[src/rtl/hazard_detection_unit.sv]
// Pipeline hazard controller: load-use stalls, branch squash, data-memory wait freeze and wait timeout.
// Optional performance counters are built only when HAZARD_PERF_EN is defined.
module hazard_detection_unit (
  input  logic        clk,
  input  logic        rst_n,
  input  logic        MemRead_EX,
  input  logic [4:0]  rd_EX,
  input  logic [4:0]  rs1_ID,
  input  logic [4:0]  rs2_ID,
  input  logic        uses_rs2_ID,
  input  logic        branch_taken_EX,
  input  logic        mem_req_MEM,
  input  logic        mem_ready,
  output logic        PCWrite,
  output logic        IF_ID_Write,
  output logic        ID_EX_bubble,
  output logic        IF_ID_flush,
  output logic        ID_EX_flush,
  output logic        pipe_freeze,
  output logic        mem_timeout,
  output logic [15:0] lu_stall_cnt,
  output logic [15:0] flush_cnt
);

  typedef enum logic [1:0] {ST_RUN, ST_MEM_WAIT, ST_ERROR} state_t;

  state_t      state_reg, state_next;
  logic [7:0]  wait_cnt_reg;
  logic        wait_cond;
  logic        load_use;
  logic [4:0]  src_id [2];
  logic [1:0]  src_used;
  logic [1:0]  src_hit;

  assign wait_cond = mem_req_MEM && !mem_ready;

  // Per-source match against the load destination; rs2 only counts when it is a real operand.
  assign src_id[0] = rs1_ID;
  assign src_id[1] = rs2_ID;
  assign src_used  = {uses_rs2_ID, 1'b1};

  generate
    for (genvar gi = 0; gi < 2; gi++) begin : g_src
      assign src_hit[gi] = src_used[gi] && (src_id[gi] == rd_EX);
    end
  endgenerate

  assign load_use = MemRead_EX && (rd_EX != 5'd0) && (|src_hit);

  always_ff @(posedge clk or negedge rst_n) begin
    if (!rst_n) begin
      state_reg    <= ST_RUN;
      wait_cnt_reg <= 8'd0;
    end else begin
      state_reg    <= state_next;
      wait_cnt_reg <= wait_cond ? wait_cnt_reg + 8'd1 : 8'd0;
    end
  end

  always_comb begin
    state_next = state_reg;
    case (state_reg)
      ST_RUN, ST_MEM_WAIT: begin
        if (wait_cond && (wait_cnt_reg == 8'hFF)) state_next = ST_ERROR;
        else if (wait_cond)                      state_next = ST_MEM_WAIT;
        else                                     state_next = ST_RUN;
      end
      ST_ERROR: state_next = ST_ERROR;
      default:  state_next = ST_RUN;
    endcase
  end

  // Priority: timeout error, then memory freeze, then branch squash, then load-use bubble.
  always_comb begin
    PCWrite      = 1'b1;
    IF_ID_Write  = 1'b1;
    ID_EX_bubble = 1'b0;
    IF_ID_flush  = 1'b0;
    ID_EX_flush  = 1'b0;
    pipe_freeze  = 1'b0;
    mem_timeout  = 1'b0;
    if (state_reg == ST_ERROR) begin
      pipe_freeze = 1'b1;
      PCWrite     = 1'b0;
      IF_ID_Write = 1'b0;
      mem_timeout = 1'b1;
    end else if (wait_cond) begin
      pipe_freeze = 1'b1;
      PCWrite     = 1'b0;
      IF_ID_Write = 1'b0;
    end else if (state_reg == ST_RUN) begin
      if (branch_taken_EX) begin
        IF_ID_flush = 1'b1;
        ID_EX_flush = 1'b1;
      end else if (load_use) begin
        PCWrite      = 1'b0;
        IF_ID_Write  = 1'b0;
        ID_EX_bubble = 1'b1;
      end
    end
  end

`ifdef HAZARD_PERF_EN
  logic [15:0] lu_stall_cnt_reg;
  logic [15:0] flush_cnt_reg;

  always_ff @(posedge clk or negedge rst_n) begin
    if (!rst_n) begin
      lu_stall_cnt_reg <= 16'd0;
      flush_cnt_reg    <= 16'd0;
    end else begin
      if (ID_EX_bubble && (lu_stall_cnt_reg != 16'hFFFF)) lu_stall_cnt_reg <= lu_stall_cnt_reg + 16'd1;
      if (IF_ID_flush && (flush_cnt_reg != 16'hFFFF))     flush_cnt_reg    <= flush_cnt_reg + 16'd1;
    end
  end

  assign lu_stall_cnt = lu_stall_cnt_reg;
  assign flush_cnt    = flush_cnt_reg;
`else
  assign lu_stall_cnt = 16'd0;
  assign flush_cnt    = 16'd0;
`endif

endmodule

[config.mk]
export PLATFORM = sky130hd
export DESIGN_NAME = hazard_detection_unit
export DESIGN_NICKNAME = d
export VERILOG_FILES = /design/src/rtl/hazard_detection_unit.sv
export SDC_FILE = /design/constraint.sdc
export NUM_CORES = 1
export LEC_CHECK = 0
export CORE_UTILIZATION = 37
export DETAILED_ROUTE_END_ITERATION = 6
export PLACE_DENSITY_LB_ADDON = 0.2
export SYNTH_ARGS = -nofsm -noshare
export SYNTH_HDL_FRONTEND = slang
export SYNTH_SLANG_ARGS = --single-unit
[constraint.sdc]
create_clock -name clk -period 1.9 [get_ports clk]
set_input_delay 0.38 -clock clk [delete_from_list [all_inputs] [get_ports clk]]
set_output_delay 0.38 -clock clk [all_outputs]
set_load 0.05 [all_outputs]
### Word-level counts from Yosys, hierarchy flattened

Index checks and enable logic that the tools add are counted.

| cells by class | value |
|---|---|
| equal/unequal tests | 5 |
| reductions and logical operators | 10 |
| mux-type cells | 21 |
| add/subtract/negate cells | 1 |

Operators with widths:

| kind | count |
|---|---|
| 2-to-1 mux 1 bit | 18 |
| == test 5 bit | 2 |
| adder 8 x 1 -> 8 bit, second input constant | 1 |
| == test 8 bit, second input constant | 1 |
| 2-to-1 mux 8 bit | 1 |
| logical AND 1 bit | 5 |
| nonzero test 5 bit | 1 |
| case mux 2 bit (2 select lines) | 1 |
| OR reduction 2 bit | 2 |
| == test 2 x 1 -> 1 bit, second input constant | 1 |
| == test 2 bit, second input constant | 1 |
| logical NOT 2 bit | 1 |
| 2-to-1 mux 2 bit | 1 |
| logical NOT 1 bit | 1 |

| storage, ports and cells | value |
|---|---|
| register bits | 10 |
| output and inout port bits | 39 |
| input port bits | 22 |
| word-level logic and storage cells | 39 |

### Logic depth before layout (Yosys ltp)

| depth | value |
|---|---|
| depth after elaboration | 9 |
| mapped depth | 5 |

### Least setup slack after synthesis

Ideal clock, no wire load.

| timing path | value |
|---|---|
| path type | in2out |
| from | input port mem_ready |
| to | output port PCWrite |
| slack | -0.572 ns |
| stages on the path | 4 |
| path buffers | 1 |
| arrival time | 2.092 ns |
| cells stage by stage | nand2b_1 -> nand2_1 -> a21oi_1 -> buf_4 |

| between the ends | value |
|---|---|
| word-level cells in the longest chain between the ends | 4 |

Ends and longest elaborated chain:

| item | line | text |
|---|---|---|
| start, declared | 13 | `input logic mem_ready,` |
| logical NOT 1 bit | 35 | `assign wait_cond = mem_req_MEM && !mem_ready;` |
| logical AND 1 bit | 35 |  |
| 2-to-1 mux 1 bit (2 in a row) | - |  |
| end, declared | 14 | `output logic PCWrite,` |

Every way passes these cells.

### Worst setup path in the final report

| timing path | value |
|---|---|
| from | input port MemRead_EX |
| to | output port IF_ID_Write |

| between the ends | value |
|---|---|
| word-level cells in the longest chain between the ends | 7 |

Ends and longest elaborated chain:

| item | line | text |
|---|---|---|
| start, declared | 6 | `input logic MemRead_EX,` |
| logical AND 1 bit (2 in a row) | 48 | `assign load_use = MemRead_EX && (rd_EX != 5'd0) && (\|src_hit);` |
| 2-to-1 mux 1 bit | 95 | `end else if (load_use) begin` |
| 2-to-1 mux 1 bit | 92 | `if (branch_taken_EX) begin` |
| 2-to-1 mux 1 bit | 91 | `end else if (state_reg == ST_RUN) begin` |
| 2-to-1 mux 1 bit | 87 | `end else if (wait_cond) begin` |
| 2-to-1 mux 1 bit | 82 | `if (state_reg == ST_ERROR) begin` |
| end, declared | 15 | `output logic IF_ID_Write,` |

Every way passes these cells.

==> flow_summary_export.csv <==
group,metric,value,unit
grt,grt_max_degree,12,
worst_setup_path,crit_type,"input pin to output pin",
worst_setup_path,critPathArrivalTime,1460,ps
synth,synth_top_area_share,30.0,%
worst_setup_path,critPathMaxFanout,2,
clocking,root_buffer,"clkbuf_4",
worst_setup_path,worstReg2RegEnd,"wait_cnt_reg[7]$_DFF_PN0_",
sta,finalWorstPathRequiredPeriod,1840,ps
die,io_pins,61,
power_and_ir_drop,worst_ir_drop_vdd,0.000405,V
power_and_ir_drop,p_leak,0.559,nW
place,gp_routability_congestion,0.697,
die,rows,16,
synth,synth_seq_area_share,29.4,%
place,port_buffers,28,
die,initial_core_util,41.3,%
synth,synth_area,851,um^2
sta,final.setup.tns,0,ps
synth,netlist_instances,101,
clocking,tritoncts,"yes",
routing,ant_nets,0,
clocking,insertion_delay,260,ps
cells_and_area,finish.utilization,55.5,%
worst_setup_path,r2r_cells,4,
routing,drt_iter0_drc,9,
synth,yosys.area.top_type,"buf_4",
grt,grt_pass1_vias,596,
clocking,clock_path_buffers,2,
die,die_y,50.0,um
worst_setup_path,r2r_slack,630,ps
sta,setup_viol,0,
routing,wl_per_cell,10.3,um
cells_and_area,area_growth,34.6,%
clocking,cts.htree.levels,1,
run_status,outcome,"finished clean",
run,maxCapViolCount,0,
routing,drt_wl_total,1630,um
routing,vias,665,
sta,fmax,0.543,GHz
power_and_ir_drop,power.density,570,nW/um^2
grt,grt-ovfl-total,0,
sta,fin_worst_skew,3.12,ps
worst_setup_path,cp.required,1520,ps
cells_and_area,layout_common_cells,"conb_1 (32), xnor2_1 (11), dfrtp_1 (10)",
synth,synthTopCellsByArea,"buf_4 (30%), dfrtp_1 (29%), xnor2_1 (11%)",
clocking,cts_num_sinks,10,
worst_setup_path,start_kind,"input pin",
grt,grt_usage,13.4,%
cells_and_area,drive_gt1_share,19.8,%
sta,report.final.slew_viol_count,0,
worst_hold_path,hold_path_class,"input pin to async pin",
grt,antenna_found_initial,0,
synth,yosys_warnings,0,
cells_and_area,diodes,0,
sta,timing.final.crit_share,97.0,%
sta,hold_viol,0,
cells_and_area,largest_reg_flops,8,
place,dp_hpwl,1310,um
routing,drcViolationCount,0,
cells_and_area,final_common_cell,"conb_1",
die,die_x,50.0,um
cells_and_area,final_nets,156,
clocking,path_clk_slew,60,ps
die,design.die.area,2500,um^2
synth,syn_avg_cell_area,8.42,um^2
worst_setup_path,r2r_start,"wait_cnt_reg[3]$_DFF_PN0_",
clocking,cts_buffers,3,
routing,dr.pass1.iters,3,
synth,ys_ff_latch,10,
die,core-area,2060,um^2
grt,grt_pass1_wl,2530,um
routing,via_per_inst,4.21,
worst_setup_path,end_kind,"output pin",
synth,synth_cell_types,23,
[logic make-up (layout without fill, tap and decap cells)]
| logic type | Yosys count | count (layout) | share of synthesized area (%) |
|---|---|---|---|
| compound gates | 8 | 8 | 5.29 |
| xor+xnor | 14 | 14 | 14.4 |
| fa+ha+maj | 1 | 1 | 1.47 |
| buf+inv | 37 | 36 | 31.3 |
| flops | 10 | 10 | 29.4 |
| other cells | 1 | 32 | 0.441 |
| simple gates | 30 | 30 | 17.6 |
[report_power, final]
part           leakage (nW)  switching [mW]  internal (mW)
registers             0.138         0.00185          0.216
logic                 0.408           0.211         0.0830
clock network        0.0138          0.0673         0.0730
total                 0.559           0.280          0.372
[routing by layer]
metal | GRT usage (%) | part of all wire, %
met1 | 15.6 | 42
met5 | 0 | 0
met3 | 2.16 | 8.2
met4 | 8.57 | 1.9
met2 | 22.5 | 48
[critical path, stage by stage]
cell             delay [ps]
clkdlybuf4s50_1         410
nand3b_1                120
a21oi_2                  50
buf_4                   140
a21oi_4                 200
buf_12                  160
[synth_stat cells (all sizes together)]
cell type  instances
a21oi              4
and3               2
and3b              1
buf               34
clkbuf             1
conb               1
dfrtp             10
ha                 1
inv                2
nand2              5
nand2b             2
nand3              5
nand3b             1
nand4              1
nor2               9
nor3               2
o21ai              2
o22ai              1
o41ai              1
or3                2
xnor2             11
xor2               3
[how the worst max path moves through the flow]
stage,depth (start not counted),from,slack [ps],end
after floorplan,4,mem_ready,-70,PCWrite
after global placement,6,rd_EX[4],-200,ID_EX_bubble
after detailed placement,6,rd_EX[2],-230,ID_EX_bubble
final,6,MemRead_EX,60,IF_ID_Write
after global routing,6,rs2_ID[1],-20,ID_EX_bubble
after CTS,5,branch_taken_EX,-40,ID_EX_bubble
[final cells by class]
type	instances	area (um^2)
well taps	27	33.8
inverters	2	7.51
repair buffers	31	338
flip-flops and latches	10	250
clock buffers	3	22.5
multi-input cells	85	493
fillers	190	917
[stage by stage]
step                      hold slack, ps  instances  power [mW]  area, um^2  setup slack [ps]
after global routing                 469        158       0.679        1140             -24.2
after detailed placement             457        154       0.517        1110              -233
after global placement               451        154       0.515        1110              -203
after CTS                            435        157       0.653        1120             -35.9
after floorplan                     84.4        132       0.478         980             -68.2
final                                430        158       0.652        1140              57.8
[timing repair]
item,CTS,global route
endpoints found under the hold margin,0,0
pin swaps,10,13
hold buffers,0,0
setup endpoints to repair,5,5
buffers inserted,0,1
cloned,0,0
resized for setup,18,18
(Power assumes the default switching activity.)
